--- src/rtl/led_frame_loader.sv ---
// Collects a host byte stream into one LED frame, hands it to the serial driver,
// then holds off new bytes until the strip's latch gap has elapsed.
module led_frame_loader #(
  parameter int unsigned NUM_LEDS     = 60,
  parameter int unsigned LATCH_CYCLES = 1200
) (
  input  logic                    clk,
  input  logic                    reset,
  input  logic [7:0]              in_byte,
  input  logic                    in_valid,
  input  logic                    in_sof,
  output logic                    in_ready,
  output logic [NUM_LEDS*24-1:0]  out_data,
  output logic                    start,
  input  logic                    finish,
  output logic                    busy,
  output logic                    frame_err
);

  localparam int unsigned NumBytes = 3 * NUM_LEDS;
  localparam int unsigned IdxW     = (NumBytes > 1) ? $clog2(NumBytes) : 1;
  localparam int unsigned LatW     = (LATCH_CYCLES > 1) ? $clog2(LATCH_CYCLES) : 1;
  localparam logic [IdxW-1:0] IdxLast = IdxW'(NumBytes - 1);
  localparam logic [LatW-1:0] LatLast = LatW'(LATCH_CYCLES - 1);

  typedef enum logic [2:0] {StIdle, StLoad, StStart, StSend, StLatch} state_e;

  state_e                  state_q, state_d;
  logic [IdxW-1:0]         idx_q, idx_d;
  logic [LatW-1:0]         lat_q, lat_d;
  logic                    err_q, err_d;
  logic [NUM_LEDS*24-1:0]  data_q;

  logic                    accept;
  logic                    wr_en;
  logic [IdxW-1:0]         wr_idx;

  // in_ready decodes the state register only, so it never depends on in_valid.
  assign in_ready  = (state_q == StIdle) || (state_q == StLoad);
  assign start     = (state_q == StStart);
  assign busy      = (state_q != StIdle);
  assign frame_err = err_q;
  assign out_data  = data_q;
  assign accept    = in_valid && in_ready;

  always_comb begin
    state_d = state_q;
    idx_d   = idx_q;
    lat_d   = lat_q;
    err_d   = 1'b0;
    wr_en   = 1'b0;
    wr_idx  = idx_q;
    unique case (state_q)
      StIdle: begin
        if (accept) begin
          if (in_sof) begin
            wr_en  = 1'b1;
            wr_idx = '0;
          end else begin
            err_d = 1'b1;
          end
        end
      end
      StLoad: begin
        if (accept) begin
          wr_en = 1'b1;
          // A new sof mid-frame restarts the frame from byte 0.
          if (in_sof) begin
            err_d  = 1'b1;
            wr_idx = '0;
          end
        end
      end
      StStart: state_d = StSend;
      StSend: begin
        if (finish) begin
          state_d = StLatch;
          lat_d   = '0;
        end
      end
      StLatch: begin
        if (lat_q == LatLast) state_d = StIdle;
        else                  lat_d   = lat_q + 1'b1;
      end
      default: state_d = StIdle;
    endcase
    if (wr_en) begin
      if (wr_idx == IdxLast) begin
        state_d = StStart;
        idx_d   = '0;
      end else begin
        state_d = StLoad;
        idx_d   = wr_idx + 1'b1;
      end
    end
  end

  always_ff @(posedge clk) begin
    if (reset) begin
      state_q <= StIdle;
      idx_q   <= '0;
      lat_q   <= '0;
      err_q   <= 1'b0;
    end else begin
      state_q <= state_d;
      idx_q   <= idx_d;
      lat_q   <= lat_d;
      err_q   <= err_d;
    end
  end

  // Byte k lands in the top-down byte lane so byte 0 is shifted out first.
  always_ff @(posedge clk) begin
    if (reset) begin
      data_q <= '0;
    end else if (wr_en) begin
      for (int unsigned b = 0; b < NumBytes; b++) begin
        if (wr_idx == IdxW'(b)) data_q[(NumBytes-1-b)*8 +: 8] <= in_byte;
      end
    end
  end

endmodule

--- config.mk ---
export PLATFORM = sky130hd
export DESIGN_NAME = led_frame_loader
export DESIGN_NICKNAME = d
export VERILOG_FILES = /design/src/rtl/led_frame_loader.sv
export SDC_FILE = /design/constraint.sdc
export NUM_CORES = 2
export LEC_CHECK = 0
export CAP_MARGIN = 20
export CORE_AREA = 2 2 572 574
export DETAILED_ROUTE_END_ITERATION = 16
export DIE_AREA = 0 0 574 576
export PLACE_DENSITY_LB_ADDON = 0.08
export SYNTH_ARGS = -nofsm -noshare
export SYNTH_HDL_FRONTEND = slang
export SYNTH_SLANG_ARGS = --single-unit
--- constraint.sdc ---
create_clock -name clk -period 3.2 [get_ports clk]
set_input_delay 0.32 -clock clk [delete_from_list [all_inputs] [get_ports clk]]
set_output_delay 0.32 -clock clk [all_outputs]
set_load 0.01 [all_outputs]
==> reports/qor.json <==
{
  "status": {"value": "completed"},
  "grt_start_max_net_pins": {"value": 191},
  "ff_to_ff_start": {"value": "state_q[1]"},
  "internal_power": {"value": 0.0317, "unit": "W"},
  "power_density": {"value": 490, "unit": "mW/mm2"},
  "path_depth": {"value": 11},
  "cpMaxStageDelayCell": {"value": "nor3_2"},
  "synth-edff-count": {"value": 0},
  "seq_power_share": {"value": 43.6, "unit": "%"},
  "first_iter_violations": {"value": 2899},
  "path_class": {"value": "flop to flop"},
  "routed_wl": {"value": 320000, "unit": "um"},
  "synth_seq_cells": {"value": 1463},
  "detailedPlace.worstSlack": {"value": -0.307, "unit": "ns"},
  "avgSynthCellArea": {"value": 10.2, "unit": "um2"},
  "data_arrival_time_of_the_worst_path": {"value": 3.52, "unit": "ns"},
  "holdCritPathClass": {"value": "input pin to flop"},
  "synth-warning-count": {"value": 0},
  "clk_path_buf_depth": {"value": 4},
  "count_of_nets_left_with_antenna_violations_after_detail_routing": {"value": 0},
  "placedCellCount": {"value": 11173},
  "r2r.worst_path.cells": {"value": 11},
  "p_clk_share": {"value": 52.5, "unit": "%"},
  "tritoncts.num_buffers": {"value": 192},
  "crit_path_end_kind": {"value": "flop"},
  "layout.filler_cells": {"value": 34448},
  "timing.final.setup_violations": {"value": 0},
  "power.combinational.fraction": {"value": 3.9, "unit": "%"},
  "startpoint": {"value": "state_q[1]"},
  "worstSetupEndpoint": {"value": "out_data[255]"},
  "layoutNonFillerInstCount": {"value": 11523},
  "initial_utilization": {"value": 17.5, "unit": "%"},
  "cts.sinks": {"value": 1463},
  "clock_latency_of_the_later_clocked_register_in_the_worst_skew_pair": {"value": 0.87, "unit": "ns"},
  "cp-start-kind": {"value": "flop"},
  "total_die_area": {"value": 0.331, "unit": "mm2"},
  "drv_slew": {"value": 0},
  "synthesized_cell_area": {"value": 0.0570, "unit": "mm2"},
  "vias_per_cell": {"value": 4.09},
  "final.setup.worst_slack": {"value": 0.367, "unit": "ns"},
  "finish.net_count": {"value": 7043},
  "critical_path.reg2reg.endpoint": {"value": "out_data[255]"},
  "grt_setup_unrepaired": {"value": "false"},
  "final_period_util": {"value": 88.5, "unit": "%"},
  "crit_required": {"value": 3.89, "unit": "ns"},
  "syn_nets": {"value": 5591},
  "fin_worst_skew": {"value": 0.0418, "unit": "ns"},
  "setup_tns": {"value": 0, "unit": "ns"},
  "placement_rows": {"value": 210},
  "via_count": {"value": 47094},
  "number_of_hold_violations_in_the_final_report": {"value": 0},
  "postSynthCellCount": {"value": 5573},
  "drv_cap": {"value": 0},
  "core_area": {"value": 0.325, "unit": "mm2"},
  "max-slew-margin-rel": {"value": 32.2, "unit": "%"},
  "cell_with_the_most_instances_on_the_worst_path": {"value": "buf_4"},
  "layout_commonest_cell": {"value": "dfxtp_1"},
  "worst_path_largest_cell_delay": {"value": 0.50, "unit": "ns"},
  "register_to_register_setup_slack": {"value": 0.37, "unit": "ns"},
  "cp.buffers_inverters": {"value": 4},
  "floorplan.die.width": {"value": 574, "unit": "um"},
  "grt_overflow_total": {"value": 0},
  "ctsHtreeMaxLevel": {"value": 4},
  "layout_common_cells": {"value": "dfxtp_1 (1463), clkdlybuf4s50_1 (1447), nand2b_1 (1102)"},
  "layout.area.seq": {"value": 0.0293, "unit": "mm2"},
  "layout-drive-gt1-share": {"value": 10.9, "unit": "%"},
  "synth.top_cells.by_area": {"value": "dfxtp_1 (51%), mux2i_1 (19%), nand2b_1 (12%), nand3_1 (3.3%), a21oi_1 (3.2%)"},
  "unique_cell_type_count_in_the_yosys_netlist": {"value": 59},
  "layout-area-overhead-vs-synth": {"value": 49.7, "unit": "%"},
  "hold_path_depth": {"value": 3},
  "synth_top_area_cell": {"value": "dfxtp_1"},
  "area_of_combinational_cells_with_multiple_inputs": {"value": 0.0260, "unit": "mm2"},
  "critical_path.top_delay_family": {"value": "simple AND/OR/NAND/NOR gates"},
  "grt_first_pass_wirelength": {"value": 432000, "unit": "um"},
  "number_of_antenna_violations_at_the_first_check_in_global_routing": {"value": 12},
  "hpwlAfterDp": {"value": 224000, "unit": "um"},
  "number_of_i_o_pins": {"value": 1457},
  "clock_tree_from_tritoncts": {"value": "yes"},
  "globalRouteTotalUtil": {"value": 18.5, "unit": "%"},
  "drt-pass1-iter-count": {"value": 5},
  "peakVddDrop": {"value": 0.377, "unit": "mV"},
  "cts.reportedPaths.clkPinSlew": {"value": 0.06, "unit": "ns"},
  "power_switching_share": {"value": 24.3, "unit": "%"},
  "p_switching": {"value": 0.0102, "unit": "W"},
  "ctsRootBufferMaster": {"value": "clkbuf_16"},
  "number_of_buffers_added_on_ports": {"value": 1456},
  "period_minus_ws_final": {"value": 2.83, "unit": "ns"},
  "grt_pass1_vias": {"value": 47208},
  "postCtsResizedCells": {"value": 0},
  "fp.dieH": {"value": 576, "unit": "um"},
  "cellLeakagePower": {"value": 35.4, "unit": "nW"},
  "ys_seq_area_share": {"value": 51.4, "unit": "%"},
  "netlist.area_leader.share": {"value": 51.4, "unit": "%"},
  "ys_dominant_reg_cell": {"value": "dfxtp_1"},
  "worst-slew-pin-transition": {"value": 1.02, "unit": "ns"},
  "crit_path_max_fanout": {"value": 8},
  "cp_cell_sequence": {"value": "nand4bb_2, and2_1, inv_1, ha_1, o21ai_1, buf_4, nor3_2, buf_4, nand2_2, buf_4, mux2i_1"},
  "max_freq": {"value": 353, "unit": "MHz"},
  "detail_route.wl_per_cell": {"value": 27.7, "unit": "um"},
  "ys_async_sr_fraction": {"value": 0, "unit": "%"},
  "drc": {"value": 0},
  "gp_congestion": {"value": 0.758}
}
through the flow:
step / hold slack [ns] / area [um2] / power (W) / utilization (%)
after CTS: 0.0359 / 85300 / 0.0427 / 26.2
final: 0.0947 / 85300 / 0.0418 / 26.2
after floorplan: 0.448 / 57000 / 0.0194 / -
after global routing: 0.0802 / 85300 / 0.0434 / 26.2
after global placement: 0.458 / 78900 / 0.0203 / 24.3
after detailed placement: 0.463 / 78900 / 0.0203 / 24.3
what timing repair did:
item | 4_1_cts | 5_1_grt
endpoints found under the hold margin | 39 | 0
setup endpoints to repair | 0 | 4
hold buffers | 2 | 0
buffers inserted | 0 | 2
worst min path at each step:
| stage | from | end | slack, ns |
|---|---|---|---|
| detailed placement | out_data[954] | out_data[954] | 0.46 |
| global placement | out_data[1253] | out_data[1253] | 0.46 |
| global route | in_byte[3] | out_data[1323] | 0.08 |
| finish | in_byte[0] | out_data[864] | 0.09 |
| CTS | in_byte[0] | out_data[864] | 0.04 |
| floorplan | lat_q[10] | lat_q[10] | 0.45 |
power groups by stage:
stage                     clock (W)  combinational (W)  sequential (W)
after global routing         0.0235            0.00171          0.0182
after detailed placement          0            0.00168          0.0186
after CTS                    0.0228            0.00169          0.0182
after global placement            0            0.00169          0.0186
final                        0.0220            0.00162          0.0182
after floorplan                   0           0.000797          0.0186
state kept, by name, indices dropped and copies added (netlist names):
name,cells
out_data,1440
lat_q,11
idx_q,8
state_q,3
frame_err,1
cells in the mapped netlist (2+ instances only):
| cell type | number |
|---|---|
| a211oi_1 | 2 |
| a21oi_1 | 359 |
| a31oi_1 | 2 |
| and2_1 | 4 |
| and3_1 | 8 |
| and3b_1 | 2 |
| and4_1 | 4 |
| buf_1 | 23 |
| buf_2 | 31 |
| buf_4 | 7 |
| clkbuf_1 | 453 |
| dfxtp_1 | 1463 |
| ha_1 | 5 |
| inv_1 | 3 |
| mux2i_1 | 1096 |
| nand2_1 | 33 |
| nand2_2 | 23 |
| nand2b_1 | 1110 |
| nand3_1 | 376 |
| nand3_2 | 81 |
| nand3b_1 | 3 |
| nand4_2 | 6 |
| nor2_1 | 21 |
| nor2_2 | 2 |
| nor2b_1 | 4 |
| nor3_1 | 14 |
| nor3_2 | 13 |
| nor3b_1 | 8 |
| nor4_1 | 8 |
| nor4_4 | 4 |
| o211ai_1 | 3 |
| o21a_1 | 6 |
| o21ai_0 | 349 |
| o21ai_1 | 4 |
| o31ai_1 | 6 |
| or2_2 | 5 |
| or3_1 | 4 |
| or4_1 | 6 |
| xor2_1 | 2 |
logic make-up (layout without fill, tap and decap cells):
kind of cell             after synthesis  after routing  synth area share, %
AO/OA/AOI/OAI                        741            741                 6.66
XOR/XNOR                               3              3               0.0461
flip-flops                          1463           1463                 51.4
other                                  0              4                    0
adder cells (fa/ha/maj)                5              5                0.110
buffers and inverters                517           2117                 3.52
multiplexers                        1096           1096                 19.3
AND/OR/NAND/NOR                     1748           1748                 19.0
worst min-delay path: stages:
cell and delay (ns):
buf_2 0.12, nand2b_4 0.25, mux2i_1 0.21
per-layer routing:
| metal | vias to the layer above | global-route usage (%) | wire length [um] |
|---|---|---|---|
| li1 | 21921 | - | - |
| met1 | 23417 | 22.1 | 132000 |
| met2 | 1491 | 31.8 | 154000 |
| met3 | 263 | 6.82 | 28000 |
| met4 | 2 | 3.47 | 5960 |
| met5 | - | 0 | 10 |
area by class of cell:
type	instances	area share, %
Inverter	3	0.0132
Sequential cell	1463	34.3
Clock buffer	306	6.86
Multi-Input combinational cell	3593	30.4
Clock inverter	36	0.516
Timing Repair Buffer	1772	21.4
Antenna cell	4	0.0117
Tap cell	4346	6.38
Power figures use the tool's default switching activity.
